## config.mk

```make
export PLATFORM = sky130hd
export DESIGN_NAME = mult_sched
export DESIGN_NICKNAME = d
export VERILOG_FILES = /design/src/rtl/mult_sched.sv
export SDC_FILE = /design/constraint.sdc
export NUM_CORES = 1
export LEC_CHECK = 0
export BUFFER_PORTS_ARGS = -buffer_cell sky130_fd_sc_hd__buf_2
export CAP_MARGIN = 20
export CORE_AREA = 4 4 412 414
export DETAILED_ROUTE_END_ITERATION = 8
export DIE_AREA = 0 0 416 418
export GPL_ROUTABILITY_DRIVEN = 0
export SYNTH_ARGS = -nofsm -noshare
export SYNTH_HDL_FRONTEND = slang
export SYNTH_SLANG_ARGS = --single-unit
export TNS_END_PERCENT = 20
```

## constraint.sdc

```tcl
create_clock -name clk -period 2.72 [get_ports clk]
set_input_delay 0 -clock clk [delete_from_list [all_inputs] [get_ports clk]]
set_output_delay 0 -clock clk [all_outputs]
set_load 0.05 [all_outputs]
```

## src/rtl/mult_sched.sv

```systemverilog
// mult_sched
//   Sequencer and two-port round-robin arbiter in front of the shared 128-bit
//   SIMD unsigned multiplier. It accepts one request from one of two requesters
//   and registers the winner's operands. It drives the external combinational
//   multiplier for one cycle (EXEC) and captures the product. The product is
//   then held on the response port until the consumer takes it (RESP).
//
// Ports
//   clk, rst_n                 clock, asynchronous active-low reset
//   req_valid[i], req_ready[i] request handshake for requester i
//                              (req_ready is combinational, one-hot or zero)
//   req_a*/req_b*              128-bit operands per requester
//   req_ww*                    element width (`w8 = 2'b00, `w16 = 2'b01)
//   req_tag*                   opaque tag returned with the response
//   mul_a/mul_b/mul_ctrl_ww    registered drive to the external multiplier
//                              (mul_ctrl_ww: 2'b01 = 8-bit, 2'b10 = 16-bit)
//   mul_result                 combinational product from the multiplier
//   rsp_valid/rsp_ready        response handshake
//   rsp_result/id/tag/err      registered response payload
//
// Bit numbering
//   Data is architecturally numbered from the MSB (bit 0 = MSB). Vectors here
//   are declared descending, so architectural bit i is RTL bit [127-i] and
//   lane 0 is the most significant lane. req_valid and req_ready are indexed
//   by requester number.
//
// Configuration
//   MULT_SCHED_ODD_EN: adds req_odd0/req_odd1. When the winner's odd bit is
//   set, both operands are captured shifted toward the MSB by one element
//   (8 bits for `w8, 16 bits for `w16), zero filled. The multiplier therefore
//   works on the odd elements.
module mult_sched #(
  parameter int TAG_W = 4
) (
  input  logic             clk,
  input  logic             rst_n,
  input  logic [1:0]       req_valid,
  output logic [1:0]       req_ready,
  input  logic [127:0]     req_a0,
  input  logic [127:0]     req_a1,
  input  logic [127:0]     req_b0,
  input  logic [127:0]     req_b1,
  input  logic [1:0]       req_ww0,
  input  logic [1:0]       req_ww1,
  input  logic [TAG_W-1:0] req_tag0,
  input  logic [TAG_W-1:0] req_tag1,
`ifdef MULT_SCHED_ODD_EN
  input  logic             req_odd0,
  input  logic             req_odd1,
`endif
  output logic [127:0]     mul_a,
  output logic [127:0]     mul_b,
  output logic [1:0]       mul_ctrl_ww,
  input  logic [127:0]     mul_result,
  output logic             rsp_valid,
  input  logic             rsp_ready,
  output logic [127:0]     rsp_result,
  output logic             rsp_id,
  output logic [TAG_W-1:0] rsp_tag,
  output logic             rsp_err
);

  localparam logic [1:0] WW_8  = 2'b00;
  localparam logic [1:0] WW_16 = 2'b01;

  typedef enum logic [1:0] {
    ST_IDLE = 2'b00,
    ST_EXEC = 2'b01,
    ST_RESP = 2'b10
  } state_t;

  state_t           r_state;
  logic             r_prio;
  logic [127:0]     r_a;
  logic [127:0]     r_b;
  logic [1:0]       r_ww;
  logic [1:0]       r_ctrl_ww;
  logic [TAG_W-1:0] r_tag;
  logic             r_id;
  logic [127:0]     r_result;
  logic             r_err;
  logic             r_valid;

  logic             w_any;
  logic             w_grant;
  logic [1:0]       w_req_ready;
  logic [127:0]     w_sel_a;
  logic [127:0]     w_sel_b;
  logic [1:0]       w_sel_ww;
  logic [TAG_W-1:0] w_sel_tag;
  logic [127:0]     w_cap_a;
  logic [127:0]     w_cap_b;
  logic             w_ww_ok;

  // Only the two encodings the multiplier understands are legal.
  function automatic logic f_ww_legal(input logic [1:0] ww);
    logic ok;
    case (ww)
      WW_8, WW_16: ok = 1'b1;
      default:     ok = 1'b0;
    endcase
    return ok;
  endfunction

`ifdef MULT_SCHED_ODD_EN
  // Move odd elements into the even slots the multiplier consumes.
  function automatic logic [127:0] f_odd_align(input logic [127:0] v,
                                               input logic [1:0]   ww,
                                               input logic         odd);
    logic [127:0] r;
    if (!odd) begin
      r = v;
    end else begin
      case (ww)
        WW_8:    r = v << 7'd8;
        WW_16:   r = v << 7'd16;
        default: r = v;
      endcase
    end
    return r;
  endfunction
`endif

  // Round-robin pick and mux of the winner's payload.
  always_comb begin
    w_any = |req_valid;
    if (req_valid[r_prio]) begin
      w_grant = r_prio;
    end else begin
      w_grant = ~r_prio;
    end
    if (w_grant) begin
      w_sel_a   = req_a1;
      w_sel_b   = req_b1;
      w_sel_ww  = req_ww1;
      w_sel_tag = req_tag1;
    end else begin
      w_sel_a   = req_a0;
      w_sel_b   = req_b0;
      w_sel_ww  = req_ww0;
      w_sel_tag = req_tag0;
    end
  end

`ifdef MULT_SCHED_ODD_EN
  logic w_sel_odd;
  assign w_sel_odd = w_grant ? req_odd1 : req_odd0;
  assign w_cap_a   = f_odd_align(w_sel_a, w_sel_ww, w_sel_odd);
  assign w_cap_b   = f_odd_align(w_sel_b, w_sel_ww, w_sel_odd);
`else
  assign w_cap_a   = w_sel_a;
  assign w_cap_b   = w_sel_b;
`endif

  // Accept strobe: only in IDLE, and held low while reset is asserted so the
  // port shows its reset value even if requesters keep valid high.
  always_comb begin
    w_req_ready = 2'b00;
    if (rst_n && (r_state == ST_IDLE) && w_any) begin
      w_req_ready[w_grant] = 1'b1;
    end else begin
      w_req_ready = 2'b00;
    end
  end

  assign w_ww_ok = f_ww_legal(r_ww);

  // Sequencer FSM with all datapath and response registers.
  always_ff @(posedge clk or negedge rst_n) begin
    if (!rst_n) begin
      r_state   <= ST_IDLE;
      r_prio    <= 1'b0;
      r_a       <= 128'd0;
      r_b       <= 128'd0;
      r_ww      <= 2'b00;
      r_ctrl_ww <= 2'b00;
      r_tag     <= {TAG_W{1'b0}};
      r_id      <= 1'b0;
      r_result  <= 128'd0;
      r_err     <= 1'b0;
      r_valid   <= 1'b0;
    end else begin
      case (r_state)
        ST_IDLE: begin
          if (w_any) begin
            r_a       <= w_cap_a;
            r_b       <= w_cap_b;
            r_ww      <= w_sel_ww;
            // multiplier encoding is the request encoding plus one
            r_ctrl_ww <= w_sel_ww + 2'b01;
            r_tag     <= w_sel_tag;
            r_id      <= w_grant;
            r_prio    <= ~w_grant;
            r_state   <= ST_EXEC;
          end else begin
            r_state   <= ST_IDLE;
          end
        end
        ST_EXEC: begin
          if (w_ww_ok) begin
            r_result <= mul_result;
          end else begin
            r_result <= 128'd0;
          end
          r_err   <= ~w_ww_ok;
          r_valid <= 1'b1;
          r_state <= ST_RESP;
        end
        ST_RESP: begin
          if (rsp_ready) begin
            r_valid <= 1'b0;
            r_state <= ST_IDLE;
          end else begin
            r_state <= ST_RESP;
          end
        end
        default: begin
          r_valid <= 1'b0;
          r_state <= ST_IDLE;
        end
      endcase
    end
  end

  assign req_ready   = w_req_ready;
  assign mul_a       = r_a;
  assign mul_b       = r_b;
  assign mul_ctrl_ww = r_ctrl_ww;
  assign rsp_valid   = r_valid;
  assign rsp_result  = r_result;
  assign rsp_id      = r_id;
  assign rsp_tag     = r_tag;
  assign rsp_err     = r_err;

endmodule
```

Word level (Yosys, flattened, before mapping) --
Index checks and enable logic that the tools add are counted. Widths: inputs -> output; s select.
Operators by class: reductions and logical operators 9, equal/unequal tests 4, bitwise operators 4, $add $sub $neg 1, mux-type cells 17, order comparisons 3
Operators by type and width (number):
- $mux 128 | 3
- $mux 1 | 7
- $mux 2 | 3
- $pmux 2 s3 | 1
- $eq 2x1->1 const B | 2
- $logic_not 2->1 | 2
- $lt 1x2->1 const B | 2
- $mux 4 | 1
- $not 1->1 | 4
- $reduce_and 2->1 | 2
- $reduce_or 2->1 | 2
- $logic_and 1x1->1 | 3
- $pmux 1 s3 | 1
- $add 2x1->2 const B | 1
- $eq 2x2->1 const B | 1
- $ne 2x2->1 const B | 1
- $demux 1 s1 | 1
- $ge 1x1->1 const B | 1
Storage, ports and cells: flip-flop bits (word level) 398, bits of input ports 657

Depth between registers and ports, before layout --
depth after elaboration 8, mapped depth 7

Worst setup path after synthesis --
Ideal clock, no wire load.
kind register to register, start point register r_state[1], end point register r_a[113] (netlist: mul_a[113]), stages on the path, launching flop included 6, buffers on the path 2, arrival time 1.375 ns, path slack 1.264 ns, period minus slack after synthesis 1.456 ns, cells stage by stage dfrtp_1 > nor2_2 > clkbuf_1 > clkbuf_1 > a21oi_1 > a31oi_2
Between the ends: word-level cells in the longest chain between the ends 2
Ends and longest elaborated chain:
- start, declared | RTL line 72 | state_t r_state;
- start signal, assigned | RTL line 171 | r_state <= ST_IDLE;
- start signal, assigned | RTL line 194 | r_state <= ST_EXEC;
- start signal, assigned | RTL line 196 | r_state <= ST_IDLE;
- $logic_not 2->1 | RTL line 183 | case (r_state)
- $reduce_and 2->1 (no line)
- end signal, assigned | RTL line 186 | r_a <= w_cap_a;
- end, declared | RTL line 74 | logic [127:0] r_a;
Every way passes these cells. A chain may end at the register's enable or synchronous reset.

Worst setup path after layout --
start point register r_prio, end point register r_ww[1]
Between the ends: word-level cells in the longest chain between the ends 4, elaborated cells on any way between the ends 5
Ends and longest elaborated chain:
- start, declared | RTL line 73 | logic r_prio;
- start signal, assigned | RTL line 193 | r_prio <= ~w_grant;
- $mux 1 (not written as such) (2 in a row) | RTL line 127 | if (req_valid[r_prio]) begin
- $mux 1 * | RTL line 127
- $mux 2 * | RTL line 132 | if (w_grant) begin
- end signal, assigned | RTL line 188 | r_ww <= w_sel_ww;
- end, declared | RTL line 76 | logic [1:0] r_ww;
Every way passes the cells marked *; elsewhere a longest branch is shown, timed or not. The select of a mux whose other input is x is not followed.

==> results.sh <==
export IMPL_worstPathCellList="nand2b_4 -> buf_16 -> nand3_1 -> dlygate4sd3_1 -> a31oi_2 -> dlygate4sd3_1"
export IMPL_floorplan_die_width_um=416
export IMPL_cpPeakStageDelay_ps=580
export IMPL_detail_route_drc_violations=0
export IMPL_layout_filler_cells=18000
export IMPL_cts_setup_buffers=0
export IMPL_fmaxAchievable_mhz=392
export IMPL_finClkSkew_ps=30.8
export IMPL_postSynthAreaPerCell_um2=9.53
export IMPL_drive_gt1_share_pct=37.9
export IMPL_ff_latch_area_um2=9940
export IMPL_maximum_number_of_pins_on_one_net_before_global_route_repair=163
export IMPL_path_buf_inv=3
export IMPL_tritoncts_num_sinks=397
export IMPL_cpMaxStageDelayCell="dlygate4sd3_1"
export IMPL_final_min_period_over_clock_period_pct=93.7
export IMPL_critical_path_capture_point_type="flip-flop"
export IMPL_setup_viol=0
export IMPL_grt_total_usage_pct=14.4
export IMPL_initial_core_util_pct=12.0
export IMPL_syn2layout_area_growth_pct=82.0
export IMPL_boundaryPins=1052
export IMPL_placed_cells_incl_taps=5182
export IMPL_timing_hold_ws_ps=148
export IMPL_grt_setup_unrepaired="no"
export IMPL_path_clk_slew_ps=60
export IMPL_utilization_pct=21.9
export IMPL_yosys_area_top_type="dfrtp_1"
export IMPL_report_final_hold_viol_count=0
export IMPL_synth_warn=0
export IMPL_cp_common_cell="dlygate4sd3_1"
export IMPL_slew_violations=0
export IMPL_tritoncts_clock_tree="done"
export IMPL_post_layout_total_power_mw=47.8
export IMPL_average_via_count_per_standard_cell=4.18
export IMPL_synth_top_area_share_pct=49.6
export IMPL_status="finished clean"
export IMPL_clock_tree_buffer_depth=3
export IMPL_yosys_register_bits=397
export IMPL_timing_rr_start="r_prio"
export IMPL_hold_path_class="input port to flip-flop"
export IMPL_number_of_nets_in_the_synthesized_netlist=2760
export IMPL_static_leakage_power_nw=15.3
export IMPL_layout_nets=4366
export IMPL_htree_num_levels=2
export IMPL_crit_fanout=47
export IMPL_die_height_um=418
export IMPL_placement_rows=150
export IMPL_route_final_wire_length_mm=133
export IMPL_power_per_cell_area_nw_per_um2=1310
export IMPL_global_route_overflow_total=0
export IMPL_worst_setup_path_startpoint="r_prio"
export IMPL_critPathKind="flip-flop to flip-flop"
export IMPL_multi_input_comb_area_um2=8980
export IMPL_vdd_drop_max_uv=1030
export IMPL_routed_via_count=25100
export IMPL_detailedRoute_firstIterationViolations=2434
export IMPL_placed_cell_area_um2=27800
export IMPL_core_area_um2=166000
export IMPL_grt_pass1_wl_mm=184
export IMPL_cp_required_ps=3270
export IMPL_ys_top_cells_by_area="dfrtp_1, a31oi_2, o21ai_0"
export IMPL_worst_skew_late_latency_ps=640
export IMPL_worstPathArrival_ps=3100
export IMPL_antenna_found_initial=64
export IMPL_critical_path_startpoint_type="flip-flop"
export IMPL_dp_hpwl_mm=98.9
export IMPL_dieArea_um2=174000
export IMPL_ant_nets=0
export IMPL_cap_viol_max_count=0
export IMPL_relSlewSlack_pct=18.6
export IMPL_cts_root_buf="clkbuf_16"
export IMPL_synthesis_instances=2103
export IMPL_regToRegSetupSlack_ps=170
export IMPL_detailedRoute_firstPassIterationCount=6
export IMPL_tightest_slew_ps=1220
export IMPL_netlist_cell_type_count=25
export IMPL_layoutNonFillerInstCount=5995
export IMPL_dpl_worst_slack_ps=792
export IMPL_port_buffer_count=1051
export IMPL_post_dr_wirelength_cell_um=22.2
export IMPL_via_count_of_the_first_global_routing_pass=25200
export IMPL_final_setup_worst_slack_ps=171
export IMPL_seq_area_frac_synth_pct=49.6
export IMPL_worst_path_dominant_cell_family="buffers and inverters"
export IMPL_hp_start="req_valid[1]"
export IMPL_layout_cell_area_non_filler_um2=36500
export IMPL_final_min_clock_period_ps=2550
export IMPL_syn_cell_area_um2=20000
export IMPL_cts_made_buffers=48
export IMPL_setup_tns_ps=0
## metal layers
layer / track usage (%) / up-vias / wire (µm)
met2: 22.7 / 1482 / 59800
met3: 6.74 / 458 / 16200
li1: - / 10900 / -
met5: 0 / - / 187
met4: 7.93 / 28 / 8930
met1: 16.1 / 12200 / 48200
## where the power goes
part / leakage (nW) / switching, mW / internal, mW
combinational: 9.77 / 20.3 / 9.89
sequential: 4.70 / 1.82 / 8.60
clock: 0.837 / 2.97 / 4.17
total: 15.3 / 25.1 / 22.7
## timing repair
| item | CTS | global route |
|---|---|---|
| setup endpoints to repair | 0 | 3 |
| hold buffers | 679 | 0 |
| hold endpoints to repair | 790 | 0 |
| resized for setup | 0 | 2 |
## synthesized netlist by cell type
master    instances
o21a_1            1
and2_1            1
mux2_2            2
nor2_2            1
nor2b_1           2
a31oi_1          62
nand2b_1        131
nand3_1         263
o21ai_1           1
nand2_1         131
a21oi_1         263
dfrtp_1         397
a21boi_0          2
o21ai_0         391
buf_6            27
buf_2            33
nor2_1            2
buf_1             7
and4_1            2
buf_4             2
clkbuf_1        178
a31oi_2         199
a31o_2            2
xnor2_1           2
or2_1             1
## sequential cells by signal, indices dropped and copies added, names as in the netlist
| register | flops |
|---|---|
| rsp_id | 1 |
| r_state | 2 |
| mul_ctrl_ww | 2 |
| r_ww | 1 |
| r_prio | 1 |
| mul_a | 128 |
| rsp_tag | 4 |
| rsp_result | 128 |
| rsp_valid | 1 |
| mul_b | 128 |
| rsp_err | 1 |
## cells by family (layout without fill, tap and decap cells)
family | count (synthesis) | after routing | synth area share, %
DFF | 397 | 397 | 49.6
other | 0 | 42 | 0
xor gates and xnor gates | 2 | 2 | 0.0875
AOI/OAI and AO/OA | 921 | 921 | 30.9
buffers and inverters | 247 | 1892 | 5.88
muxes | 2 | 2 | 0.112
and+or+nand+nor | 534 | 535 | 13.4
## final timing paths
check,to,depth (start not counted)
max in group asynchronous,rsp_result[29],3
worst max register to register,r_ww[1],6
min in group asynchronous,rsp_result[46],3
worst min register to register,rsp_valid,1
worst min-delay path,mul_a[93],5
worst max-delay path,r_ww[1],6
## placed cells by master, fill, tap and decap left out, types with 3 or more instances in the layout
| master | synthesis | final |
|---|---|---|
| clkinv_2 | 0 | 8 |
| nand2_1 | 131 | 131 |
| diode_2 | 0 | 42 |
| o21ai_0 | 391 | 391 |
| nand3_1 | 263 | 263 |
| a31oi_1 | 62 | 62 |
| clkbuf_16 | 0 | 49 |
| clkinvlp_4 | 0 | 3 |
| buf_4 | 2 | 45 |
| dfrtp_1 | 397 | 395 |
| nand2b_1 | 131 | 128 |
| bufinv_16 | 0 | 6 |
| clkbuf_1 | 178 | 7 |
| nand2b_4 | 0 | 3 |
| dlygate4sd3_1 | 0 | 678 |
| a31oi_2 | 199 | 199 |
| clkbuf_8 | 0 | 12 |
| buf_2 | 33 | 1050 |
| a21oi_1 | 263 | 263 |
| buf_12 | 0 | 25 |
## worst min-delay path, delay by kind of cell
family / cells / cell delay (ps)
simple gates: 1 / 80
buf+inv: 2 / 360
compound gates: 2 / 270
## cell type report
class                   instances  share of cell area (%)
well taps                    2204                    7.56
clock inverters                23                   0.861
clock buffers                  67                    3.82
repair buffers               1802                    35.6
flip-flops and latches        397                    27.3
diodes                         42                   0.288
multi-input cells            1460                    24.6
No activity file was read; power rests on OpenSTA's default activity.
